File: config.mk
export PLATFORM = sky130hd
export DESIGN_NAME = div_unit_flat
export DESIGN_NICKNAME = d
export VERILOG_FILES = /design/src/rtl/div_unit_if.sv /design/src/rtl/div_unit.sv /design/src/flat_wrapper.sv
export SDC_FILE = /design/constraint.sdc
export NUM_CORES = 1
export LEC_CHECK = 0
export CAP_MARGIN = 20
export CORE_MARGIN = 1
export CORE_UTILIZATION = 40
export DETAILED_ROUTE_END_ITERATION = 16
export PLACE_DENSITY = 0.57
export SLEW_MARGIN = 20
export SYNTH_ARGS = -nofsm -noshare
export SYNTH_HDL_FRONTEND = slang
export SYNTH_SLANG_ARGS = --single-unit
File: constraint.sdc
create_clock -name clk -period 12.4 [get_ports clk]
set_input_delay 3.72 -clock clk [delete_from_list [all_inputs] [get_ports clk]]
set_output_delay 3.72 -clock clk [all_outputs]
set_load 0.01 [all_outputs]
File: src/rtl/div_unit_if.sv
// div_unit_if: request/response channel bundle for the iterative divider.
//   master (requester): drives req_valid, op, a, b, resp_ready
//   slave  (divider)  : drives req_ready, resp_valid, y, busy
//   op encoding: 0=DIV, 1=DIVU, 2=REM, 3=REMU
interface div_unit_if #(
   parameter int DATA_WIDTH = 32
);
   logic                  req_valid;
   logic                  req_ready;
   logic [1:0]            op;
   logic [DATA_WIDTH-1:0] a;
   logic [DATA_WIDTH-1:0] b;
   logic                  resp_valid;
   logic                  resp_ready;
   logic [DATA_WIDTH-1:0] y;
   logic                  busy;

   modport master (
      output req_valid, op, a, b, resp_ready,
      input  req_ready, resp_valid, y, busy
   );

   modport slave (
      input  req_valid, op, a, b, resp_ready,
      output req_ready, resp_valid, y, busy
   );
endinterface

File: src/rtl/div_unit.sv
// div_unit: iterative radix-2 restoring divider for RV32M DIV/DIVU/REM/REMU.
// One quotient bit per cycle, MSB first, DATA_WIDTH cycles per operation.
// Signed ops run on magnitudes; the sign fix-up is applied when entering DONE.
// Ports:
//   clk  - core clock
//   rst  - synchronous active-high reset
//   bus  - div_unit_if.slave: req_valid/req_ready/op/a/b request channel,
//          resp_valid/resp_ready/y response channel, busy status
// Build option:
//   DIV_UNIT_FAST_PATH_EN - when defined, divide-by-zero and signed overflow
//   go straight from accept to DONE (1-cycle latency). When undefined, every
//   operation takes the full iteration path and special results override the
//   computed value at the end, so latency is uniform.
//
// state | meaning
// IDLE  | waiting for a request, req_ready=1
// CALC  | iterating, one quotient bit per cycle
// DONE  | y valid, waiting for resp_ready
module div_unit #(
   parameter int DATA_WIDTH = 32
) (
   input  logic       clk,
   input  logic       rst,
   div_unit_if.slave  bus
);
   localparam int W  = DATA_WIDTH;
   localparam int CW = $clog2(W);

   typedef enum logic [1:0] {IDLE, CALC, DONE} state_t;

   state_t          state, state_nxt;
   logic [CW-1:0]   cnt;
   logic [W-1:0]    dvsr;
   logic [W-1:0]    rem;
   logic [W-1:0]    quo;     // dividend bits shift out as quotient bits shift in
   logic [W-1:0]    y_q;
   logic [W-1:0]    spec_y;
   logic            op_rem, qneg, rneg, special;

   logic            accept, last;
   logic            is_signed, sa, sb, div0, ovf, go_special;
   logic [W-1:0]    a_mag, b_mag, spec_val;
   logic [W:0]      shl;
   logic            ge;
   logic [W-1:0]    rem_nxt, quo_nxt, fix_y;

   assign accept = bus.req_valid && (state == IDLE);
   assign last   = (cnt == CW'(W - 1));

   assign is_signed = ~bus.op[0];
   assign sa        = is_signed & bus.a[W-1];
   assign sb        = is_signed & bus.b[W-1];
   assign a_mag     = sa ? -bus.a : bus.a;
   assign b_mag     = sb ? -bus.b : bus.b;
   assign div0      = (bus.b == '0);
   assign ovf       = is_signed && (bus.a == {1'b1, {(W-1){1'b0}}}) && (bus.b == '1);

   always_comb begin
      spec_val = '0;
      if (div0)
         spec_val = bus.op[1] ? bus.a : '1;
      else if (!bus.op[1])
         spec_val = {1'b1, {(W-1){1'b0}}};
   end

`ifdef DIV_UNIT_FAST_PATH_EN
   assign go_special = div0 | ovf;
`else
   assign go_special = 1'b0;
`endif

   // restoring step: trial-subtract divisor from shifted partial remainder
   assign shl     = {rem, quo[W-1]};
   assign ge      = (shl >= {1'b0, dvsr});
   assign rem_nxt = ge ? (shl[W-1:0] - dvsr) : shl[W-1:0];
   assign quo_nxt = {quo[W-2:0], ge};

   always_comb begin
      fix_y = '0;
      if (op_rem)
         fix_y = rneg ? -rem_nxt : rem_nxt;
      else
         fix_y = qneg ? -quo_nxt : quo_nxt;
   end

   always_comb begin
      state_nxt = state;
      case (state)
         IDLE: if (accept) state_nxt = go_special ? DONE : CALC;
         CALC: if (last) state_nxt = DONE;
         DONE: if (bus.resp_ready) state_nxt = IDLE;
         default: state_nxt = IDLE;
      endcase
   end

   always_ff @(posedge clk) begin
      if (rst) state <= IDLE;
      else     state <= state_nxt;
   end

   always_ff @(posedge clk) begin
      if (rst) begin
         cnt     <= '0;
         dvsr    <= '0;
         rem     <= '0;
         quo     <= '0;
         y_q     <= '0;
         spec_y  <= '0;
         op_rem  <= 1'b0;
         qneg    <= 1'b0;
         rneg    <= 1'b0;
         special <= 1'b0;
      end else begin
         case (state)
            IDLE: if (accept) begin
               cnt     <= '0;
               rem     <= '0;
               quo     <= a_mag;
               dvsr    <= b_mag;
               op_rem  <= bus.op[1];
               qneg    <= sa ^ sb;
               rneg    <= sa;
               special <= div0 | ovf;
               spec_y  <= spec_val;
               if (go_special) y_q <= spec_val;
            end
            CALC: begin
               rem <= rem_nxt;
               quo <= quo_nxt;
               cnt <= cnt + 1'b1;
               if (last) y_q <= special ? spec_y : fix_y;
            end
            DONE: if (bus.resp_ready) y_q <= '0;
            default: ;
         endcase
      end
   end

   assign bus.req_ready  = (state == IDLE);
   assign bus.resp_valid = (state == DONE);
   assign bus.busy       = (state != IDLE);
   assign bus.y          = y_q;
endmodule

File: src/flat_wrapper.sv
// flat-port wrapper written by rule: the top's interface ports become plain ports
module div_unit_flat 
#(
   parameter int DATA_WIDTH = 32
)
  (clk, rst, bus_req_valid, bus_op, bus_a, bus_b, bus_resp_ready, bus_req_ready, bus_resp_valid, bus_y, bus_busy);
  div_unit_if #(.DATA_WIDTH(DATA_WIDTH)) bus_i ();
  input  logic clk;
  input  logic rst;
  input wire logic [$bits(bus_i.req_valid)-1:0] bus_req_valid;
  input wire logic [$bits(bus_i.op)-1:0] bus_op;
  input wire logic [$bits(bus_i.a)-1:0] bus_a;
  input wire logic [$bits(bus_i.b)-1:0] bus_b;
  input wire logic [$bits(bus_i.resp_ready)-1:0] bus_resp_ready;
  output wire logic [$bits(bus_i.req_ready)-1:0] bus_req_ready;
  output wire logic [$bits(bus_i.resp_valid)-1:0] bus_resp_valid;
  output wire logic [$bits(bus_i.y)-1:0] bus_y;
  output wire logic [$bits(bus_i.busy)-1:0] bus_busy;
  assign bus_i.req_valid = bus_req_valid;
  assign bus_i.op = bus_op;
  assign bus_i.a = bus_a;
  assign bus_i.b = bus_b;
  assign bus_i.resp_ready = bus_resp_ready;
  assign bus_req_ready = bus_i.req_ready;
  assign bus_resp_valid = bus_i.resp_valid;
  assign bus_y = bus_i.y;
  assign bus_busy = bus_i.busy;
  div_unit #(.DATA_WIDTH(DATA_WIDTH)) u_core (.clk(clk), .rst(rst), .bus(bus_i));
endmodule
==> metrics.json, run 1 <==
{
  "unrepaired_setup_endpoints_after_global_routing": {"value": "no"},
  "worst_ep_required_time": {"value": 12.77, "unit": "ns"},
  "filler_cell_count": {"value": 3111},
  "reg_power_share": {"value": 16.4, "unit": "%"},
  "max-cap-violations": {"value": 0},
  "fraction_of_registers_with_async_set_reset": {"value": 0, "unit": "%"},
  "synth.yosys.warnings": {"value": 0},
  "htreeDepth": {"value": 4},
  "postRouteAntennaNets": {"value": 0},
  "clock_network_latency_to_the_later_pin_of_the_worst_skew_pair": {"value": 0.45, "unit": "ns"},
  "net-switching-power": {"value": 2347, "unit": "uW"},
  "ctsResizeCount": {"value": 0},
  "grt_antenna_before_repair": {"value": 0},
  "cell_chain_of_the_critical_path": {"value": "clkdlybuf4s50_1 -> or4_1 -> nor4_1 -> nor3b_1 -> nand2_1 -> or4_1 -> nor2b_1 -> nand2_1 -> o41ai_1 -> xnor2_1 -> nand2_1 -> a21oi_1"},
  "clock_root_buffer_master": {"value": "clkbuf_16"},
  "leakage_power": {"value": 0.004961, "unit": "uW"},
  "cpLargestDelayFamily": {"value": "simple AND/OR/NAND/NOR gates"},
  "p_sw_share": {"value": 54.15, "unit": "%"},
  "skew": {"value": 0.01520, "unit": "ns"},
  "critPathArrivalTime": {"value": 7.44, "unit": "ns"},
  "timing.max_slew.rel_slack": {"value": 30.73, "unit": "%"},
  "worst_ir_drop_vdd": {"value": 0.0002595, "unit": "V"},
  "antenna_diode_instance_count": {"value": 0},
  "setup_total_negative_slack": {"value": 0, "unit": "ns"},
  "power_per_cell_area": {"value": 308.4, "unit": "nW/um^2"},
  "post_route_cell_area": {"value": 14060, "unit": "sq um"},
  "result_of_the_run": {"value": "completed"},
  "finalNetCount": {"value": 1794},
  "design.die.area": {"value": 31450, "unit": "sq um"},
  "cp_num_cells": {"value": 12},
  "post_drt_wl_per_cell": {"value": 19.62, "unit": "um"},
  "worst_setup_hold_path_clk_slew": {"value": 0.08, "unit": "ns"},
  "synth_seq_area_share": {"value": 27.84, "unit": "%"},
  "clock-sinks": {"value": 171},
  "clock_tree_from_tritoncts": {"value": "built"},
  "synth.top_cell.area_share": {"value": 27.84, "unit": "%"},
  "effective_utilization_at_floorplan": {"value": 41.06, "unit": "%"},
  "route.detailed.vias_per_inst": {"value": 5.914},
  "die_h": {"value": 177.3, "unit": "um"},
  "clock_path_buffers": {"value": 2},
  "fp.coreArea": {"value": 29950, "unit": "sq um"},
  "power.clock.fraction": {"value": 12.2, "unit": "%"},
  "post-route-min-period": {"value": 7.063, "unit": "ns"},
  "comb_power_share": {"value": 71.4, "unit": "%"},
  "syn-num-nets": {"value": 1770},
  "area_delta_synth_final": {"value": 14.29, "unit": "%"},
  "synth-seq-cells": {"value": 171},
  "postCtsHoldBufs": {"value": 0},
  "cts_inserted_buffers": {"value": 17},
  "netlist_area": {"value": 12300, "unit": "sq um"},
  "critPathLaunchType": {"value": "input pin"},
  "drt_drc_violations_left": {"value": 0},
  "synth.largest_area_cell": {"value": "dfxtp_1"},
  "grt_remaining_overflow": {"value": 0},
  "first_global_vias": {"value": 11475},
  "io_pins": {"value": 105},
  "gr-usage-all-layers": {"value": 26.25, "unit": "%"},
  "number_of_core_rows": {"value": 63},
  "final-hold-violation-count": {"value": 0},
  "total_of_endpoints_with_negative_setup_slack_in_the_final_report": {"value": 0},
  "maxSlewViolCount": {"value": 0},
  "timing.critical_path.to_type": {"value": "flop"},
  "gpl.final_weighted_congestion": {"value": 0.9345},
  "critical-path-max-stage-delay": {"value": 0.63, "unit": "ns"},
  "drt_iter0_markers": {"value": 1146},
  "cell_count_of_the_worst_reg_to_reg_path": {"value": 18},
  "syn_avg_cell_area": {"value": 7.404, "unit": "sq um"},
  "final_min_period_over_clock_period": {"value": 56.96, "unit": "%"},
  "postCtsSetupRepairBufs": {"value": 0},
  "post_synth_inst_count": {"value": 1661},
  "portBuffers": {"value": 104},
  "synth_enable_flop_cells": {"value": 0},
  "detailedPlacementHpwl": {"value": 30120, "unit": "um"},
  "fmax": {"value": 141.6, "unit": "MHz"},
  "final_layout_size_suffix_gt1_share": {"value": 5.065, "unit": "%"},
  "vias": {"value": 12349},
  "p_total": {"value": 4334, "unit": "uW"},
  "postRouteWirelength": {"value": 40970, "unit": "um"},
  "placement.cell_area": {"value": 13500, "unit": "sq um"},
  "critPathSlowestCell": {"value": "or4_1"},
  "die_w": {"value": 177.3, "unit": "um"},
  "path_buf_inv": {"value": 1},
  "most_used_cell_along_the_critical_path": {"value": "nand2_1"},
  "internal_portion_of_total_power": {"value": 1987, "unit": "uW"},
  "synth_ff_type": {"value": "dfxtp_1"},
  "setup.worst_path.class": {"value": "in2reg"},
  "min_path_cells": {"value": 2},
  "worst-path-max-fanout": {"value": 4},
  "wire_length_of_the_first_global_routing_pass": {"value": 64380, "unit": "um"},
  "synth.top_cells.by_area": {"value": "dfxtp_1 28%, a21oi_1 6.8%, nand2_1 5.4%"},
  "synth_cell_types": {"value": 83},
  "worstMarginPinSlew": {"value": 1.037, "unit": "ns"},
  "largest_net_degree_at_the_start_of_global_routing": {"value": 83},
  "drt_pre_antenna_iters": {"value": 7},
  "timing.hold.worst.class": {"value": "reg2reg"}
}
==> state kept, by name, summed over array words and instances (netlist names) <==
register and count:
u_core.bus.y 32, u_core.dvsr 32, u_core.quo 32, u_core.rem 32, u_core.spec_y 32, u_core.cnt 5
u_core.state 2, u_core.op_rem 1, u_core.qneg 1, u_core.rneg 1, u_core.special 1
==> final timing paths <==
path                                   from                             end  slack, ns
min          u_core.spec_y[13]$_SDFFE_PP0P_  u_core.spec_y[13]$_SDFFE_PP0P_       0.45
min reg2reg  u_core.spec_y[13]$_SDFFE_PP0P_  u_core.spec_y[13]$_SDFFE_PP0P_       0.45
max reg2reg     u_core.dvsr[1]$_SDFFE_PP0P_   u_core.bus.y[28]$_SDFFE_PP0P_       7.06
max                                bus_a[5]     u_core.quo[30]$_SDFFE_PP0P_       5.34
==> per-stage QoR <==
step / hold WS [ns] / worst slack (ns) / util, % / instances
3_3_place_gp: 0.4353 / 5.062 / 45.08 / 2056
4_1_cts: 0.4507 / 5.397 / 46.93 / 2088
2_1_floorplan: 0.4268 / 6.014 / - / 1661
5_1_grt: 0.4744 / 4.971 / 46.93 / 2088
6_report: 0.4502 / 5.337 / 46.93 / 2088
3_5_place_dp: 0.4411 / 4.932 / 45.08 / 2056
==> worst register-to-register path: stages (launching register included) <==
cell and delay, ns:
dfxtp_1 0.32, inv_1 0.20, ha_1 0.31, nor2b_1 0.16
o2111ai_1 0.44, a21oi_2 0.22, o311ai_4 0.43, nand2_2 0.11
inv_2 0.46, ha_1 0.29, nand2b_1 0.12, or4_1 0.58
nand2b_1 0.28, or3_4 0.43, o31ai_4 0.18, xor2_1 0.24
o31ai_1 0.10, a222oi_1 0.24, nand3_1 0.11
==> final cells by class <==
type | instances | area (sq um) | area share [%]
multi-input combinational | 1322 | 8238 | 58.61
timing repair buffer | 119 | 1151 | 8.189
sequential | 171 | 3423 | 24.35
clock inverter | 14 | 123.9 | 0.8813
tap | 390 | 488.0 | 3.472
inverter | 54 | 202.7 | 1.442
clock buffer | 18 | 429.2 | 3.053
==> cell usage after synthesis (30+ instances only) <==
cell type	instances
nand2_1	177
dfxtp_1	171
a21oi_1	167
nor2_1	159
o21ai_0	106
clkbuf_1	77
xor2_1	70
nand3_1	67
xnor2_1	60
inv_1	52
nand2b_1	40
a22oi_1	39
ha_1	38
a211oi_1	37
a31oi_1	30
==> layer usage <==
| metal | wire length [um] | GRT usage, % | vias up |
|---|---|---|---|
| met1 | 19510 | 37.78 | 5813 |
| met3 | 2132 | 3.171 | 55 |
| met4 | 1019 | 8.725 | 0 |
| met5 | 0 | 0 | - |
| met2 | 18310 | 40.25 | 392 |
| li1 | - | - | 6089 |
==> power groups by stage <==
stage | combinational (uW) | clock [uW] | sequential [uW]
global route | 3370 | 556 | 718
CTS | 3070 | 535 | 709
detailed placement | 3050 | 0 | 722
finish | 3100 | 529 | 710
floorplan | 2320 | 0 | 680
global placement | 3040 | 0 | 721
==> placed cells by master (no fill, tap or decap), types with 17 or more instances in the layout <==
| cell type | Yosys | layout |
|---|---|---|
| a31oi_1 | 30 | 30 |
| xor2_1 | 70 | 70 |
| ha_1 | 38 | 38 |
| nor2_1 | 159 | 158 |
| a22oi_1 | 39 | 39 |
| clkbuf_16 | 0 | 17 |
| clkdlybuf4s50_1 | 0 | 103 |
| nand3_1 | 67 | 67 |
| a21oi_1 | 167 | 167 |
| xnor2_1 | 60 | 60 |
| mux2i_1 | 24 | 24 |
| a211oi_1 | 37 | 37 |
| o21ai_0 | 106 | 106 |
| nand2_1 | 177 | 176 |
| o31ai_1 | 25 | 25 |
| nand4_1 | 26 | 26 |
| nand2b_1 | 40 | 39 |
| dfxtp_1 | 171 | 171 |
| inv_1 | 52 | 52 |
| nor3_1 | 28 | 28 |
==> cells by family (layout without fill, tap and decap cells) <==
logic type                 Yosys count  count (layout)  share of synthesized area [%]
and+or+nand+nor                    611             611                          24.42
AOI/OAI and AO/OA                  515             515                          26.85
DFF                                171             171                          27.84
buffers and inverters              168             205                          5.382
xor gates and xnor gates           130             130                          9.258
adders and majority gates           39              39                          4.029
muxes                               27              27                          2.228
Note: power is estimated with default switching activity, not from simulation.
==> inputs of run 2 (changes only) <==
--- a/config.mk
+++ b/config.mk
@@ -9,7 +9,7 @@
 export CORE_MARGIN = 1
 export CORE_UTILIZATION = 40
 export DETAILED_ROUTE_END_ITERATION = 16
-export PLACE_DENSITY = 0.57
+export PLACE_DENSITY = 0.59
 export SLEW_MARGIN = 20
 export SYNTH_ARGS = -nofsm -noshare
 export SYNTH_HDL_FRONTEND = slang
==> constraint.sdc (replaced) <==
create_clock -name clk -period 5.8 [get_ports clk]
set_input_delay 1.74 -clock clk [delete_from_list [all_inputs] [get_ports clk]]
set_output_delay 1.74 -clock clk [all_outputs]
set_load 0.01 [all_outputs]
==> metrics.json, run 2 (same netlist as run 1, synthesis figures left out) <==
{
  "result_of_the_run": {"value": "completed"},
  "postCtsSetupRepairBufs": {"value": 0, "change": "unchanged"},
  "timing.critical_path.to_type": {"value": "flop"},
  "vias": {"value": 12409, "change": "+0.49%"},
  "clock_root_buffer_master": {"value": "clkbuf_16"},
  "unrepaired_setup_endpoints_after_global_routing": {"value": "no"},
  "grt_antenna_before_repair": {"value": 0, "change": "unchanged"},
  "cell_count_of_the_worst_reg_to_reg_path": {"value": 18, "change": "unchanged"},
  "clock-sinks": {"value": 171, "change": "unchanged"},
  "gr-usage-all-layers": {"value": 25.97, "unit": "%", "change": "-0.28 points"},
  "skew": {"value": 0.01769, "unit": "ns", "change": "+0.002495 ns"},
  "finalNetCount": {"value": 1800, "change": "+0.33%"},
  "final-hold-violation-count": {"value": 0, "change": "unchanged"},
  "worst_ir_drop_vdd": {"value": 0.0004637, "unit": "V", "change": "+79%"},
  "min_delay_worst_endpoint": {"value": "u_core.spec_y[1]$_SDFFE_PP0P_"},
  "final_min_period_over_clock_period": {"value": 87.46, "unit": "%"},
  "drt_pre_antenna_iters": {"value": 5, "change": "-2"},
  "setup_total_negative_slack": {"value": 0, "unit": "ns", "change": "unchanged"},
  "antenna_diode_instance_count": {"value": 0, "change": "unchanged"},
  "clock_tree_from_tritoncts": {"value": "built"},
  "clock_path_buffers": {"value": 2, "change": "unchanged"},
  "timing.max_slew.rel_slack": {"value": 32.42, "unit": "%", "change": "+1.7 points"},
  "timing.reg2reg.setup_slack": {"value": 0.96, "unit": "ns", "change": "-6.10 ns"},
  "io_pins": {"value": 105, "change": "unchanged"},
  "critPathArrivalTime": {"value": 5.44, "unit": "ns", "change": "-2.00 ns"},
  "die_w": {"value": 177.3, "unit": "um", "change": "unchanged"},
  "dpl.cell_count": {"value": 2062, "change": "+0.29%"},
  "worst-path-max-fanout": {"value": 4, "change": "unchanged"},
  "postRouteAntennaNets": {"value": 0, "change": "unchanged"},
  "route.detailed.vias_per_inst": {"value": 5.926, "change": "+0.20%"},
  "max-cap-violations": {"value": 0, "change": "unchanged"},
  "p_total": {"value": 9374, "unit": "uW", "change": "+120%"},
  "postCtsHoldBufs": {"value": 0, "change": "unchanged"},
  "worst_setup_hold_path_clk_slew": {"value": 0.08, "unit": "ns", "change": "about the same"},
  "final_layout_size_suffix_gt1_share": {"value": 5.458, "unit": "%", "change": "+0.39 points"},
  "cts_inserted_buffers": {"value": 17, "change": "unchanged"},
  "min_path_cells": {"value": 2, "change": "unchanged"},
  "final_util": {"value": 47.27, "unit": "%", "change": "+0.34 points"},
  "ctsResizeCount": {"value": 0, "change": "unchanged"},
  "hp-start": {"value": "u_core.spec_y[1]$_SDFFE_PP0P_"},
  "worst_ep_required_time": {"value": 6.17, "unit": "ns", "change": "-6.60 ns"},
  "setup.worst_path.class": {"value": "in2reg"},
  "maxSlewViolCount": {"value": 0, "change": "unchanged"},
  "fp.coreArea": {"value": 29950, "unit": "sq um", "change": "unchanged"},
  "drt_iter0_markers": {"value": 968, "change": "-16%"},
  "critPathLaunchType": {"value": "input pin"},
  "area_delta_synth_final": {"value": 15.13, "unit": "%"},
  "worstMarginPinSlew": {"value": 1.012, "unit": "ns", "change": "-0.02458 ns"},
  "drt_drc_violations_left": {"value": 0, "change": "unchanged"},
  "design.die.area": {"value": 31450, "unit": "sq um", "change": "unchanged"},
  "fin_ws": {"value": 0.7273, "unit": "ns", "change": "-4.610 ns"},
  "postRouteWirelength": {"value": 40300, "unit": "um", "change": "-1.6%"},
  "portBuffers": {"value": 104, "change": "unchanged"},
  "die_h": {"value": 177.3, "unit": "um", "change": "unchanged"},
  "post-route-min-period": {"value": 5.073, "unit": "ns"},
  "power_per_cell_area": {"value": 662.1, "unit": "nW/um^2", "change": "+110%"},
  "post-place-ws": {"value": 0.3421, "unit": "ns", "change": "-4.590 ns"},
  "number_of_core_rows": {"value": 63, "change": "unchanged"},
  "largest_net_degree_at_the_start_of_global_routing": {"value": 77, "change": "-7.2%"},
  "mostFrequentLayoutCells": {"value": "176 x nand2_1, 171 x dfxtp_1, 167 x a21oi_1"},
  "finalNonFillerCells": {"value": 2094, "change": "+0.29%"},
  "total_of_endpoints_with_negative_setup_slack_in_the_final_report": {"value": 0, "change": "unchanged"},
  "detailedPlacementHpwl": {"value": 29850, "unit": "um", "change": "-0.90%"},
  "fmax": {"value": 197.1, "unit": "MHz"},
  "timing.hold.worst.class": {"value": "reg2reg"},
  "first_global_vias": {"value": 11357, "change": "-1.0%"},
  "leakage_power": {"value": 0.005024, "unit": "uW", "change": "+1.3%"},
  "grt_remaining_overflow": {"value": 0, "change": "unchanged"},
  "mostFrequentLayoutCell": {"value": "nand2_1"},
  "crit-reg2reg-capture": {"value": "u_core.bus.y[28]$_SDFFE_PP0P_"},
  "wire_length_of_the_first_global_routing_pass": {"value": 63910, "unit": "um", "change": "-0.74%"},
  "htreeDepth": {"value": 4, "change": "unchanged"},
  "gpl.final_weighted_congestion": {"value": 0.8927, "change": "-4.5%"},
  "critical_path.reg2reg.startpoint": {"value": "u_core.dvsr[1]$_SDFFE_PP0P_"},
  "clock_network_latency_to_the_later_pin_of_the_worst_skew_pair": {"value": 0.45, "unit": "ns", "change": "about the same"},
  "effective_utilization_at_floorplan": {"value": 41.06, "unit": "%", "change": "unchanged"},
  "filler_cell_count": {"value": 3075, "change": "-1.2%"},
  "post_drt_wl_per_cell": {"value": 19.24, "unit": "um", "change": "-1.9%"}
}
[run 2: power by group]
group	switching, uW	total [uW]	internal [uW]
sequential	201	1520	1320
clock	592	1220	632
combinational	4240	6630	2390
total	5030	9370	4340
[run 2: per-stage QoR]
step / hold slack [ns] / cell area, sq um
6_report: 0.4511 / 14160
5_1_grt: 0.4636 / 14160
4_1_cts: 0.4517 / 14160
3_5_place_dp: 0.4408 / 13550
3_3_place_gp: 0.4374 / 13550
2_1_floorplan: 0.4268 / 12300
[run 2: critical path: stages]
cell and delay [ns]:
clkdlybuf4s50_1 0.52, or4_1 0.62, nor4_1 0.29, nor3b_1 0.48
nand2_1 0.13, or4_1 0.55, nor2b_1 0.25, nand2_1 0.12
o41ai_1 0.34, xnor2_1 0.17, nand2_1 0.07, a21oi_1 0.15
[run 2: area by class of cell]
cell class | instances | area, sq um | share of cell area [%]
clock buffer | 18 | 439.2 | 3.102
clock inverter | 14 | 171.4 | 1.211
inverter | 54 | 202.7 | 1.432
multi-input combinational | 1322 | 8238 | 58.18
sequential | 171 | 3423 | 24.18
tap | 390 | 488.0 | 3.446
timing repair buffer | 125 | 1196 | 8.448
[run 2: worst max path at each step]
| stage | end | start |
|---|---|---|
| 2_1_floorplan | u_core.bus.y[28]$_SDFFE_PP0P_ | u_core.rem[15]$_SDFFE_PP0P_ |
| 3_5_place_dp | u_core.quo[30]$_SDFFE_PP0P_ | bus_a[5] |
| 6_report | u_core.quo[30]$_SDFFE_PP0P_ | bus_a[5] |
| 5_1_grt | u_core.quo[30]$_SDFFE_PP0P_ | bus_a[5] |
| 3_3_place_gp | u_core.quo[30]$_SDFFE_PP0P_ | bus_a[5] |
| 4_1_cts | u_core.quo[30]$_SDFFE_PP0P_ | bus_a[5] |
[run 2: metal layers]
layer / global-route usage (%) / vias to the layer above / part of all wire, %
li1: - / 6095 / -
met3: 3.599 / 47 / 5.4
met4: 7.692 / 0 / 2.1
met1: 36.60 / 5897 / 47
met5: 0 / - / 0
met2: 40.87 / 370 / 45
